File: src/rtl/prog_loader.sv
// prog_loader
// Streams a program image from a host into instruction memory (load mode) or
// reads it back and compares it against the host stream (verify mode), while
// holding the core in reset until a clean session has completed.
//
// Ports
//   clk, res                 clock, synchronous active-high reset
//   start, mode              session request (IDLE only); 0 = load, 1 = verify
//   start_adr, len           first word address and word count, sampled with start
//   in_valid, in_data        host word stream
//   in_ready                 host word accepted when in_valid && in_ready
//   mem_we, mem_adr          instruction-memory write enable / address
//   mem_wdata, mem_rdata     instruction-memory write / read data (read: 1-cycle latency)
//   cpu_hold                 core held in reset while high
//   busy, done               session active / one-cycle completion pulse
//   err, err_adr             sticky error flag / address of first error
//   checksum                 wrapping sum of accepted words
module prog_loader #(
    parameter int DATA_W = 32,
    parameter int ADDR_W = 8,
    parameter int DEPTH  = 256
) (
    input  logic              clk,
    input  logic              res,
    input  logic              start,
    input  logic              mode,
    input  logic [ADDR_W-1:0] start_adr,
    input  logic [ADDR_W:0]   len,
    input  logic              in_valid,
    input  logic [DATA_W-1:0] in_data,
    output logic              in_ready,
    output logic              mem_we,
    output logic [ADDR_W-1:0] mem_adr,
    output logic [DATA_W-1:0] mem_wdata,
    input  logic [DATA_W-1:0] mem_rdata,
    output logic              cpu_hold,
    output logic              busy,
    output logic              done,
    output logic              err,
    output logic [ADDR_W-1:0] err_adr,
    output logic [DATA_W-1:0] checksum
);

    typedef enum logic [2:0] {IDLE, LOAD, VRD, VCMP, FIN} state_t;

    localparam logic [ADDR_W:0]   DEPTH_L  = (ADDR_W+1)'(DEPTH);
    localparam logic [ADDR_W-1:0] LAST_ADR = ADDR_W'(DEPTH - 1);

    state_t            state, state_nxt;
    logic [ADDR_W-1:0] adr;
    logic [ADDR_W:0]   cnt;
    logic [DATA_W-1:0] sum_q;
    logic              err_q;
    logic [ADDR_W-1:0] err_adr_q;
    logic              hold_q;
    logic              released_q;  // a clean load has happened since reset
    logic              mode_q;

    logic              accept;
    logic              bad_len;
    logic              last_word;
    logic [ADDR_W-1:0] adr_inc;

    assign accept    = in_valid && in_ready;
    assign bad_len   = (len == '0) || (len > DEPTH_L);
    assign last_word = (cnt == (ADDR_W+1)'(1));
    // Wrap at the configured depth, not at the address-space size.
    assign adr_inc   = (adr == LAST_ADR) ? '0 : adr + 1'b1;

    // State register
    always_ff @(posedge clk) begin
        if (res) state <= IDLE;
        else     state <= state_nxt;
    end

    // Next-state logic
    always_comb begin
        state_nxt = state;
        unique case (state)
            IDLE: if (start) state_nxt = bad_len ? FIN : (mode ? VRD : LOAD);
            LOAD: if (accept && last_word) state_nxt = FIN;
            VRD:  state_nxt = VCMP;
            VCMP: if (accept) state_nxt = last_word ? FIN : VRD;
            FIN:  state_nxt = IDLE;
            default: state_nxt = IDLE;
        endcase
    end

    // Outputs. Handshake and write enable are gated by res so that a word
    // presented on the reset edge is neither accepted nor written.
    always_comb begin
        busy      = (state != IDLE);
        done      = (state == FIN);
        in_ready  = !res && ((state == LOAD) || (state == VCMP));
        mem_we    = !res && (state == LOAD) && in_valid;
        mem_adr   = ((state == LOAD) || (state == VRD) || (state == VCMP)) ? adr : '0;
        mem_wdata = in_data;
        cpu_hold  = hold_q;
        err       = err_q;
        err_adr   = err_adr_q;
        checksum  = sum_q;
    end

    // Session datapath
    always_ff @(posedge clk) begin
        if (res) begin
            adr        <= '0;
            cnt        <= '0;
            sum_q      <= '0;
            err_q      <= 1'b0;
            err_adr_q  <= '0;
            hold_q     <= 1'b1;
            released_q <= 1'b0;
            mode_q     <= 1'b0;
        end else begin
            unique case (state)
                IDLE: begin
                    if (start) begin
                        hold_q <= 1'b1;
                        mode_q <= mode;
                        if (bad_len) begin
                            err_q     <= 1'b1;
                            err_adr_q <= start_adr;
                        end else begin
                            sum_q     <= '0;
                            err_q     <= 1'b0;
                            err_adr_q <= '0;
                            cnt       <= len;
                            adr       <= start_adr;
                        end
                    end
                end
                LOAD, VCMP: begin
                    if (accept) begin
                        sum_q <= sum_q + in_data;
                        adr   <= adr_inc;
                        cnt   <= cnt - 1'b1;
                        // mem_rdata belongs to adr: it was presented in VRD and
                        // held stable while waiting here.
                        if ((state == VCMP) && (in_data != mem_rdata) && !err_q) begin
                            err_q     <= 1'b1;
                            err_adr_q <= adr;
                        end
                    end
                end
                FIN: begin
                    // Release the core only after a clean session; before the
                    // first clean load, a verify alone cannot release it.
                    if (!err_q && (!mode_q || released_q)) begin
                        hold_q     <= 1'b0;
                        released_q <= 1'b1;
                    end
                end
                default: ;
            endcase
        end
    end

endmodule

File: config.mk
export PLATFORM = sky130hd
export DESIGN_NAME = prog_loader
export DESIGN_NICKNAME = d
export VERILOG_FILES = /design/src/rtl/prog_loader.sv
export SDC_FILE = /design/constraint.sdc
export NUM_CORES = 1
export LEC_CHECK = 0
export ABC_AREA = 1
export ABC_CLOCK_PERIOD_IN_PS = 2100
export BUFFER_PORTS_ARGS = -buffer_cell sky130_fd_sc_hd__buf_2
export CAP_MARGIN = 10
export CORE_AREA = 3 3 128 130
export DETAILED_ROUTE_END_ITERATION = 10
export DIE_AREA = 0 0 131 133
export PLACE_DENSITY = 0.7
export RECOVER_POWER = 50
export SKIP_LAST_GASP = 1
export SYNTH_ARGS = -nofsm -noshare
export SYNTH_HDL_FRONTEND = slang
export SYNTH_SLANG_ARGS = --single-unit
File: constraint.sdc
create_clock -name clk -period 2.1 [get_ports clk]
set_input_delay 0.21 -clock clk [delete_from_list [all_inputs] [get_ports clk]]
set_output_delay 0.21 -clock clk [all_outputs]
set_load 0.01 [all_outputs]
==> impl_metrics.env, run 1 <==
export IMPL_die_width_um=131
export IMPL_sum_of_overflow_across_all_layers_after_global_routing=0
export IMPL_dieArea_mm2=0.0174
export IMPL_ys_seq_area_frac=0.210
export IMPL_cp_required_ns=1.89
export IMPL_final_period_minus_worst_setup_slack_ns=1.95
export IMPL_power_share_switching=0.433
export IMPL_postSynthCellCount=1062
export IMPL_place_congestion=0.948
export IMPL_power_frac_comb=0.495
export IMPL_timing_hold_worst_class="input pin to flip-flop"
export IMPL_dp_final_hpwl_mm=14.5
export IMPL_clock_tree_htree_level_count=3
export IMPL_synth_cell_types=38
export IMPL_hold_ws_ns=0.164
export IMPL_num_vias=6749
export IMPL_placementRows=45
export IMPL_final_setup_worst_slack_ns=0.148
export IMPL_design_core_area_mm2=0.0153
export IMPL_crit_chain="inv_2 > nand2_2 > nor3b_4 > buf_12 > inv_1 > nor2_2 > buf_2"
export IMPL_cts_tree="yes"
export IMPL_yosysWarningCount=0
export IMPL_postRouteAntennaNets=0
export IMPL_setup_viol_count_final=0
export IMPL_place_ws_ns=0.111
export IMPL_remaining_max_slew_budget_at_the_tightest_pin=0.593
export IMPL_clock_sinks=64
export IMPL_cp_num_buf_inv=4
export IMPL_cts_reportedPaths_clkPinSlew_ns=0.06
export IMPL_layout_drive_gt1_share=0.135
export IMPL_timing_fmax_mhz=512
export IMPL_globalRouteTotalUtil=0.210
export IMPL_cts_hold_buffers_added=0
export IMPL_syn_nets=1183
export IMPL_final_nets=1335
export IMPL_peakVddDrop_v=0.000695
export IMPL_cellLeakagePower_nw=3.93
export IMPL_clock_tree_buffer_depth=2
export IMPL_finalMaxSlewViolations=0
export IMPL_postSynthRegisterBits=64
export IMPL_ios=172
export IMPL_seqCellArea_mm2=0.00128
export IMPL_critical_path_arrival_ns=1.74
export IMPL_area_growth_pct=20.6
export IMPL_avgViaCountPerCell=4.72
export IMPL_netlist_area_mm2=0.00609
export IMPL_fillers=1653
export IMPL_clock_root_buffer="sky130_fd_sc_hd__clkbuf_16"
export IMPL_grt_first_pass_wirelength_mm=29.5
export IMPL_critical_path_top_delay_family="buffers and inverters"
export IMPL_drt_wirelength_per_cell_um=12.8
export IMPL_crit_type="flip-flop to output pin"
export IMPL_drv_max_cap_violation_count=0
export IMPL_timing_critical_path_to_type="output pin"
export IMPL_antenna_violations_before_repair=0
export IMPL_timing_critical_path_from_type="flip-flop"
export IMPL_power_frac_seq=0.259
export IMPL_worst_path_largest_cell_delay_ns=0.34
export IMPL_p_int_w=0.00381
export IMPL_psw_w=0.00291
export IMPL_clk_insertion_delay_late_ns=0.34
export IMPL_initial_util=0.399
export IMPL_drt_iter0_drc=347
export IMPL_totalWireLength_mm=18.2
export IMPL_rsz0062_at_grt="true"
export IMPL_io_buffer_count=171
export IMPL_area_of_the_multi_input_gates_mm2=0.00388
export IMPL_drc=0
export IMPL_worst_clock_skew_ns=0.00965
export IMPL_worst_margin_slew_ns=0.610
export IMPL_number_of_global_route_vias_before_repair=6213
export IMPL_drt_pass1_iter_count=5
export IMPL_power_per_cell_area_mw_per_mm2=914
export IMPL_critical_path_slowest_cell="sky130_fd_sc_hd__dfxtp_1"
export IMPL_cp_max_fo=15
export IMPL_final_hold_violation_count=0
export IMPL_diodes=0
export IMPL_part_of_the_power_in_the_clock_network=0.247
export IMPL_final_period_utilization=0.929
export IMPL_postSynthAreaPerCell_um2=5.74
export IMPL_dieHeight_um=133
export IMPL_grt_max_degree=47
export IMPL_run_status="complete, no violations"
export IMPL_cts_made_buffers=9
[power groups by stage]
stage          combinational [W]  clock [W]  sequential, W
2_1_floorplan            0.00242          0        0.00175
3_3_place_gp             0.00323          0        0.00175
3_5_place_dp             0.00326          0        0.00176
4_1_cts                  0.00331    0.00168        0.00173
5_1_grt                  0.00376    0.00173        0.00178
6_report                 0.00332    0.00166        0.00174
[sequential cells by signal (all words and copies together), names as in the netlist]
signal and cells:
err_adr 8, state 3, cnt 9, released_q 1, checksum 32, adr 8, err 1, mode_q 1
cpu_hold 1
[path summary, 6_finish.rpt]
path	endpoint	depth (start not counted)	slack, ns	startpoint
setup / recovery	mem_we	7	0.15	state[2]
hold / removal	cpu_hold	3	0.16	start
setup reg to reg	cnt[3]	10	0.16	state[2]
hold reg to reg	released_q	2	0.46	released_q
[repair_timing]
action | in CTS | in global routing
pin swaps | 1 | 3
resized for setup | 3 | 9
setup endpoints to repair | 1 | 33
setup buffers | 1 | 3
cloned | 1 | 0
[stage by stage]
stage	utilization	instance area, um^2	cells	total power (W)	TNS (ns)
after global placement	0.460	7020	1409	0.00498	0
after global routing	0.482	7350	1430	0.00728	-0.0374
after floorplan	-	6090	1062	0.00417	0
after CTS	0.485	7400	1427	0.00672	0
after detailed placement	0.460	7020	1409	0.00501	0
final	0.482	7350	1430	0.00672	0
[worst register-to-register path, stage by stage, from the launching register on]
cell	delay (ns)
sky130_fd_sc_hd__dfxtp_1	0.34
sky130_fd_sc_hd__inv_2	0.08
sky130_fd_sc_hd__nand2_2	0.12
sky130_fd_sc_hd__nor3b_4	0.26
sky130_fd_sc_hd__buf_4	0.16
sky130_fd_sc_hd__o21ai_2	0.10
sky130_fd_sc_hd__nor2_8	0.18
sky130_fd_sc_hd__nand2_8	0.12
sky130_fd_sc_hd__buf_12	0.19
sky130_fd_sc_hd__o21ai_0	0.16
sky130_fd_sc_hd__a21oi_1	0.08
[area by class of cell]
cell class | instances | area share
sequential | 64 | 0.175
tap | 211 | 0.0359
inverter | 160 | 0.0817
clock buffer | 11 | 0.0330
timing repair buffer | 195 | 0.136
multi-input combinational | 784 | 0.527
clock inverter | 5 | 0.0109
[Yosys cell counts]
cell type	count	area, um^2
sky130_fd_sc_hd__buf_2	2	10.0
sky130_fd_sc_hd__o21ai_2	1	8.76
sky130_fd_sc_hd__or2_1	1	6.26
sky130_fd_sc_hd__a21oi_1	88	440
sky130_fd_sc_hd__xnor2_1	20	175
sky130_fd_sc_hd__and2_1	1	6.26
sky130_fd_sc_hd__nor2_2	1	6.26
sky130_fd_sc_hd__buf_4	33	248
sky130_fd_sc_hd__nor2_4	1	11.3
sky130_fd_sc_hd__inv_1	155	582
sky130_fd_sc_hd__ha_1	34	425
sky130_fd_sc_hd__nand2_1	383	1440
sky130_fd_sc_hd__nor3b_2	1	12.5
sky130_fd_sc_hd__a31oi_1	2	12.5
sky130_fd_sc_hd__dfxtp_1	64	1280
sky130_fd_sc_hd__a22oi_1	3	22.5
sky130_fd_sc_hd__a211oi_2	2	25.0
sky130_fd_sc_hd__inv_2	5	18.8
sky130_fd_sc_hd__xor2_1	17	149
sky130_fd_sc_hd__nor3_1	8	40.0
sky130_fd_sc_hd__nand2_8	1	20.0
sky130_fd_sc_hd__fa_1	1	20.0
sky130_fd_sc_hd__buf_1	1	3.75
sky130_fd_sc_hd__a21o_1	2	15.0
sky130_fd_sc_hd__nand3b_1	8	60.1
sky130_fd_sc_hd__nor2_1	111	417
sky130_fd_sc_hd__clkbuf_1	13	48.8
sky130_fd_sc_hd__or2_2	3	18.8
sky130_fd_sc_hd__o21ai_1	6	30.0
sky130_fd_sc_hd__nand3_1	57	285
sky130_fd_sc_hd__buf_6	5	56.3
sky130_fd_sc_hd__nand2_2	1	6.26
sky130_fd_sc_hd__o21bai_1	3	22.5
sky130_fd_sc_hd__o31ai_1	2	15.0
sky130_fd_sc_hd__nand4_1	7	43.8
sky130_fd_sc_hd__nor2_8	1	20.0
sky130_fd_sc_hd__o21ai_0	17	85.1
sky130_fd_sc_hd__a21boi_0	1	7.51
[metal layers]
| metal | GRT usage | part of all wire | vias up |
|---|---|---|---|
| met5 | 0 | 0 | - |
| met4 | 0.0863 | 0.029 | 0 |
| met3 | 0.0452 | 0.067 | 34 |
| met2 | 0.337 | 0.46 | 217 |
| met1 | 0.269 | 0.44 | 2925 |
| li1 | - | - | 3573 |
[kinds of logic after synthesis]
family,after synthesis,share of synthesized area
fa+ha+maj,35,0.0731
compound gates,127,0.112
xor+xnor,37,0.0532
flops,64,0.210
simple gates,585,0.392
buf+inv,214,0.159
[layout by cell type (no fill, tap or decap), drive strengths merged, types with 2 or more instances in the layout]
cell	count
a211oi	2
a21o	2
a21oi	88
a22oi	3
a31oi	2
buf	123
bufinv	2
clkbuf	82
clkinvlp	2
dfxtp	64
ha	34
inv	160
nand2	385
nand3	57
nand3b	8
nand4	7
nor2	114
nor3	8
o21ai	24
o21bai	3
o31ai	2
or2	4
xnor2	20
xor2	17
(Power assumes the default switching activity.)
==> run 2: changes to the inputs <==
ABC_CLOCK_PERIOD_IN_PS = 1720   (was 2100)
PLACE_DENSITY = 0.72   (was 0.7)
clock period = 1.72 ns   (was 2.1 ns; I/O delays follow)
==> impl_metrics.env, run 2 (same netlist as run 1, synthesis figures left out) <==
export IMPL_setup_viol_count_final=45
export IMPL_clock_sinks=64
export IMPL_mostFrequentLayoutCells="340 x sky130_fd_sc_hd__nand2_1, 152 x sky130_fd_sc_hd__inv_1, 128 x sky130_fd_sc_hd__buf_2"
export IMPL_clock_root_buffer="sky130_fd_sc_hd__clkbuf_16"
export IMPL_finalMaxSlewViolations=0
export IMPL_largest_register_ffs=32
export IMPL_rsz0062_at_grt="true"
export IMPL_part_of_the_power_in_the_clock_network=0.222
export IMPL_crit_type="flip-flop to flip-flop"
export IMPL_crit_chain="ha_4 > inv_2 > fa_2 > inv_2 > nand3_2 > nand3_2 > nand3_2 > nand3b_1 > buf_4 > xor2_1 > nand2_1 > a21oi_2"
export IMPL_ios=172
export IMPL_cp_max_fo=3
export IMPL_drc=0
export IMPL_timing_hold_worst_class="input pin to flip-flop"
export IMPL_dp_final_hpwl_mm=15.3
export IMPL_p_int_w=0.00617
export IMPL_drt_iter0_drc=454
export IMPL_sum_of_overflow_across_all_layers_after_global_routing=0
export IMPL_finalPower_w=0.0105
export IMPL_number_of_global_route_vias_before_repair=6884
export IMPL_antenna_violations_before_repair=0
export IMPL_remaining_max_slew_budget_at_the_tightest_pin=0.579
export IMPL_dieHeight_um=133
export IMPL_area_growth_pct=48.0
export IMPL_clk_insertion_delay_late_ns=0.35
export IMPL_final_hold_violation_count=0
export IMPL_worst_path_largest_cell_delay_ns=0.35
export IMPL_final_setup_worst_slack_ns=-0.142
export IMPL_grt_max_degree=46
export IMPL_seqCellArea_mm2=0.00129
export IMPL_run_status="complete, but fails checks"
export IMPL_crit_path_start="checksum[0]"
export IMPL_io_buffer_count=171
export IMPL_final_period_minus_worst_setup_slack_ns=1.86
export IMPL_avgViaCountPerCell=4.88
export IMPL_place_congestion=0.931
export IMPL_critical_path_arrival_ns=2.14
export IMPL_failed_checks="setup timing"
export IMPL_layout_cells_non_filler=1533
export IMPL_totalWireLength_mm=20.8
export IMPL_peakVddDrop_v=0.000896
export IMPL_cts_tree="yes"
export IMPL_final_period_utilization=1.08
export IMPL_num_vias=7480
export IMPL_timing_fmax_mhz=537
export IMPL_postRouteAntennaNets=0
export IMPL_cts_reportedPaths_clkPinSlew_ns=0.06
export IMPL_cp_endpoint="checksum[12]"
export IMPL_diodes=0
export IMPL_initial_util=0.399
export IMPL_area_of_the_multi_input_gates_mm2=0.00452
export IMPL_cts_made_buffers=9
export IMPL_cellLeakagePower_nw=4.69
export IMPL_fillers=1486
export IMPL_worst_margin_slew_ns=0.631
export IMPL_power_share_switching=0.411
export IMPL_drt_pass1_iter_count=5
export IMPL_detailed_place_area_mm2=0.00766
export IMPL_power_per_cell_area_mw_per_mm2=1160
export IMPL_clock_tree_buffer_depth=2
export IMPL_globalRouteTotalUtil=0.225
export IMPL_worst_clock_skew_ns=0.00658
export IMPL_power_frac_seq=0.204
export IMPL_clock_tree_htree_level_count=3
export IMPL_dieArea_mm2=0.0174
export IMPL_cp_required_ns=2.00
export IMPL_end_of_the_worst_register_to_register_path="checksum[12]"
export IMPL_critical_path_slowest_cell="sky130_fd_sc_hd__dfxtp_2"
export IMPL_die_width_um=131
export IMPL_final_nets=1438
export IMPL_drt_wirelength_per_cell_um=13.6
export IMPL_most_common_library_cell_in_the_layout_ignoring_fill_and_taps="sky130_fd_sc_hd__nand2_1"
export IMPL_placementRows=45
export IMPL_power_frac_comb=0.574
export IMPL_timing_critical_path_from_type="flip-flop"
export IMPL_post_route_cell_area_mm2=0.00902
export IMPL_rr_startpoint="checksum[0]"
export IMPL_reg2reg_setup_slack_ns=-0.14
export IMPL_worst_r2r_cell_count=12
export IMPL_grt_first_pass_wirelength_mm=31.9
export IMPL_placed_cells_incl_taps=1490
export IMPL_psw_w=0.00430
export IMPL_layout_drive_gt1_share=0.317
export IMPL_cp_common_cell="sky130_fd_sc_hd__nand3_2"
export IMPL_timing_critical_path_to_type="flip-flop"
export IMPL_design_core_area_mm2=0.0153
export IMPL_drv_max_cap_violation_count=0
run 2: cell types whose count changed in the layout (fill, tap and decap cells not counted), moves of 17 or more:
cell                       change
sky130_fd_sc_hd__nand2_1      -40
sky130_fd_sc_hd__ha_4         +21
sky130_fd_sc_hd__buf_2        +25
sky130_fd_sc_hd__nor2_1       -17
sky130_fd_sc_hd__buf_4        +90
sky130_fd_sc_hd__ha_1         -23
sky130_fd_sc_hd__a21oi_2      +17
sky130_fd_sc_hd__nand2_2      +32
sky130_fd_sc_hd__clkbuf_1     -27
sky130_fd_sc_hd__a21oi_1      -17
run 2: worst min path at each step:
| stage | startpoint | end | slack [ns] | depth (start not counted) |
|---|---|---|---|---|
| 6_report | start | cpu_hold | 0.13 | 3 |
| 5_1_grt | start | mode_q | 0.14 | 3 |
| 4_1_cts | start | cpu_hold | 0.11 | 3 |
| 3_5_place_dp | cpu_hold | cpu_hold | 0.45 | 2 |
| 3_3_place_gp | cpu_hold | cpu_hold | 0.44 | 2 |
| 2_1_floorplan | start | cpu_hold | 0.32 | 2 |
run 2: critical path, delay by kind of cell, from the launching register on:
kind,cells,cell delay [ns]
AOI/OAI and AO/OA,1,0.12
xor gates and xnor gates,1,0.16
adders and majority gates,2,0.49
buffers and inverters,3,0.24
DFF,1,0.35
and+or+nand+nor,5,0.43
run 2: cell type report:
| class | instances | area share |
|---|---|---|
| timing repair buffer | 298 | 0.218 |
| sequential | 64 | 0.143 |
| clock inverter | 5 | 0.0143 |
| clock buffer | 11 | 0.0258 |
| inverter | 160 | 0.0681 |
| multi-input combinational | 784 | 0.501 |
| tap | 211 | 0.0293 |
run 2: metal layers:
metal	vias up	part of all wire	track usage
li1	3787	-	-
met1	3368	0.43	0.282
met2	281	0.48	0.385
met3	44	0.065	0.0384
met4	0	0.027	0.0760
met5	-	0	0
run 2: power by group through the flow:
stage / Sequential (W) / Clock, W / Combinational (W)
finish: 0.00213 / 0.00233 / 0.00601
global route: 0.00217 / 0.00241 / 0.00656
CTS: 0.00210 / 0.00235 / 0.00506
detailed placement: 0.00211 / 0 / 0.00449
global placement: 0.00210 / 0 / 0.00443
floorplan: 0.00213 / 0 / 0.00296
run 2: through the flow:
step	hold WS [ns]	TNS (ns)	setup slack, ns	utilization
after detailed placement	0.447	-1.50	-0.141	0.502
after global placement	0.439	-0.828	-0.0987	0.502
final	0.127	-2.92	-0.142	0.591
after CTS	0.113	-2.07	-0.114	0.554
after floorplan	0.317	0	0.00155	-
after global routing	0.136	-7.30	-0.230	0.591
run 2: what timing repair did:
item / in CTS / in global routing
endpoints found under the setup margin: 26 / 60
gates cloned: 2 / 2
pin swaps: 15 / 21
hold buffers: 0 / 0
gates resized for setup: 58 / 114
buffers inserted: 8 / 15
==> run 3: changes to the inputs <==
CTS_BUF_LIST = sky130_fd_sc_hd__clkbuf_4 sky130_fd_sc_hd__clkbuf_8 sky130_fd_sc_hd__clkbuf_16   (was not set)
CTS_CLUSTER_DIAMETER = 30   (was not set)
==> impl_metrics.env, run 3 (same netlist as run 1, synthesis figures left out) <==
export IMPL_run_status="complete, but fails checks"
export IMPL_failed_checks="setup timing"
export IMPL_clock_root_buffer="sky130_fd_sc_hd__clkbuf_16"
export IMPL_remaining_max_slew_budget_at_the_tightest_pin=0.515
export IMPL_final_nets=1442
export IMPL_cts_tree="yes"
export IMPL_worst_r2r_cell_count=12
export IMPL_placed_cells_incl_taps=1490
export IMPL_layout_cells_non_filler=1537
export IMPL_place_congestion=0.931
export IMPL_fillers=1449
export IMPL_grt_first_pass_wirelength_mm=31.9
export IMPL_worst_margin_slew_ns=0.727
export IMPL_clock_tree_buffer_depth=2
export IMPL_cellLeakagePower_nw=4.76
export IMPL_post_route_cell_area_mm2=0.00920
export IMPL_totalWireLength_mm=21.3
export IMPL_worst_clock_skew_ns=0.00753
export IMPL_drt_pass1_iter_count=5
export IMPL_min_from="start"
export IMPL_timing_hold_worst_class="input pin to flip-flop"
export IMPL_critical_path_arrival_ns=2.14
export IMPL_crit_type="flip-flop to flip-flop"
export IMPL_final_setup_worst_slack_ns=-0.141
export IMPL_clock_tree_htree_level_count=3
export IMPL_clock_sinks=64
export IMPL_antenna_violations_before_repair=0
export IMPL_peakVddDrop_v=0.000856
export IMPL_largest_register_ffs=32
export IMPL_timing_fmax_mhz=537
export IMPL_grt_use_met2=0.383
export IMPL_area_growth_pct=51.0
export IMPL_place_ws_ns=-0.141
export IMPL_cts_reportedPaths_clkPinSlew_ns=0.06
export IMPL_io_buffer_count=171
export IMPL_timing_critical_path_from_type="flip-flop"
export IMPL_worstHoldEndpoint="mode_q"
export IMPL_most_common_library_cell_in_the_layout_ignoring_fill_and_taps="sky130_fd_sc_hd__nand2_1"
export IMPL_die_width_um=131
export IMPL_final_period_minus_worst_setup_slack_ns=1.86
export IMPL_avgViaCountPerCell=4.90
export IMPL_design_core_area_mm2=0.0153
export IMPL_sum_of_overflow_across_all_layers_after_global_routing=0
export IMPL_postRouteAntennaNets=0
export IMPL_cts_made_buffers=9
export IMPL_detailed_place_area_mm2=0.00766
export IMPL_mostFrequentLayoutCells="338 x sky130_fd_sc_hd__nand2_1, 152 x sky130_fd_sc_hd__inv_1, 128 x sky130_fd_sc_hd__buf_2"
export IMPL_rr_startpoint="state[0]"
export IMPL_placementRows=45
export IMPL_dp_final_hpwl_mm=15.3
export IMPL_dieHeight_um=133
export IMPL_cp_max_fo=8
export IMPL_grt_max_degree=46
export IMPL_num_vias=7530
export IMPL_clk_insertion_delay_late_ns=0.35
export IMPL_dieArea_mm2=0.0174
export IMPL_rsz0062_at_grt="true"
export IMPL_groute_layer_met1_usage=0.285
export IMPL_ios=172
export IMPL_number_of_global_route_vias_before_repair=6872
export IMPL_layout_drive_gt1_share=0.333
export IMPL_drt_iter0_drc=438
export IMPL_power_per_cell_area_mw_per_mm2=1210
export IMPL_timing_critical_path_to_type="flip-flop"
export IMPL_drt_wirelength_per_cell_um=13.8
export IMPL_reg2reg_setup_slack_ns=-0.14
export IMPL_use_met3=0.0384
export IMPL_grt_busiest_layer="met2"
export IMPL_finalMaxSlewViolations=0
export IMPL_cp_required_ns=2.00
export IMPL_drv_max_cap_violation_count=0
export IMPL_utilization=0.603
export IMPL_end_of_the_worst_register_to_register_path="checksum[12]"
export IMPL_drc=0
export IMPL_cts_hold_buffers_added=0
export IMPL_final_period_utilization=1.08
export IMPL_final_hold_violation_count=0
export IMPL_diodes=0
export IMPL_worstHoldPathCells=3
export IMPL_globalRouteTotalUtil=0.225
export IMPL_setup_viol_count_final=59
export IMPL_initial_util=0.399
[run 3: cell count changes in the layout (fill, tap and decap cells not counted), moves of 2 or more]
cell,before,now
sky130_fd_sc_hd__nand3_1,47,40
sky130_fd_sc_hd__nand3_2,10,17
sky130_fd_sc_hd__a21oi_1,71,68
sky130_fd_sc_hd__a21oi_2,17,20
sky130_fd_sc_hd__o21ai_2,2,5
sky130_fd_sc_hd__buf_12,8,10
sky130_fd_sc_hd__clkbuf_1,45,43
sky130_fd_sc_hd__clkbuf_16,11,13
sky130_fd_sc_hd__clkbuf_4,0,2
sky130_fd_sc_hd__nand2_1,340,338
sky130_fd_sc_hd__nand2_2,36,38
sky130_fd_sc_hd__o21ai_1,9,7
[run 3: layout make-up]
| cell class | count | area, um^2 | area share |
|---|---|---|---|
| clock buffers | 11 | 240 | 0.0261 |
| clock inverters | 5 | 129 | 0.0140 |
| inverters | 160 | 619 | 0.0673 |
| multi-input cells | 784 | 4600 | 0.500 |
| flip-flops and latches | 64 | 1290 | 0.141 |
| well taps | 211 | 264 | 0.0287 |
| repair buffers | 301 | 2050 | 0.222 |
| repair inverters | 1 | 11.3 | 0.00122 |
[run 3: per-stage QoR]
| stage | total power, W | hold WS [ns] | setup TNS [ns] |
|---|---|---|---|
| final | 0.0111 | 0.129 | -4.47 |
| after CTS | 0.00954 | 0.112 | -2.07 |
| after floorplan | 0.00509 | 0.317 | 0 |
| after global routing | 0.0118 | 0.132 | -8.51 |
| after global placement | 0.00653 | 0.439 | -0.828 |
| after detailed placement | 0.00660 | 0.447 | -1.50 |
[run 3: worst max path at each step]
stage | startpoint | endpoint | slack [ns] | depth (start not counted)
final | state[0] | checksum[12] | -0.14 | 12
after global placement | in_data[6] | checksum[16] | -0.1 | 11
after global routing | checksum[21] | checksum[30] | -0.23 | 10
after detailed placement | checksum[0] | checksum[20] | -0.14 | 13
after CTS | checksum[0] | checksum[20] | -0.11 | 13
after floorplan | state[1] | adr[3] | 0.002 | 12
[run 3: repair_timing]
action | 4_1_cts | 5_1_grt
setup buffers | 8 | 16
endpoints found under the setup margin | 26 | 60
gates cloned | 2 | 5
resized for setup | 58 | 139
pin swaps | 15 | 31
endpoints found under the hold margin | 0 | 0
[run 3: worst max-delay path, stage by stage (launching register included)]
cell,delay (ns)
sky130_fd_sc_hd__dfxtp_1,0.36
sky130_fd_sc_hd__nor2_2,0.14
sky130_fd_sc_hd__inv_2,0.07
sky130_fd_sc_hd__nor2_4,0.13
sky130_fd_sc_hd__inv_2,0.05
sky130_fd_sc_hd__or2_4,0.24
sky130_fd_sc_hd__o21ai_4,0.10
sky130_fd_sc_hd__nor2_8,0.08
sky130_fd_sc_hd__nand2_8,0.14
sky130_fd_sc_hd__buf_12,0.14
sky130_fd_sc_hd__clkbuf_16,0.15
sky130_fd_sc_hd__nand2_1,0.06
sky130_fd_sc_hd__a21oi_2,0.13
[run 3: report_power, final]
group | switching (W) | leakage, nW | internal, W
logic | 0.00351 | 4.06 | 0.00311
clock network | 0.000759 | 0.181 | 0.00160
registers | 0.000306 | 0.526 | 0.00184
[run 3: layer usage]
| metal | vias up | part of all wire |
|---|---|---|
| li1 | 3798 | - |
| met4 | 0 | 0.027 |
| met3 | 42 | 0.066 |
| met5 | - | 0 |
| met1 | 3404 | 0.42 |
| met2 | 286 | 0.49 |
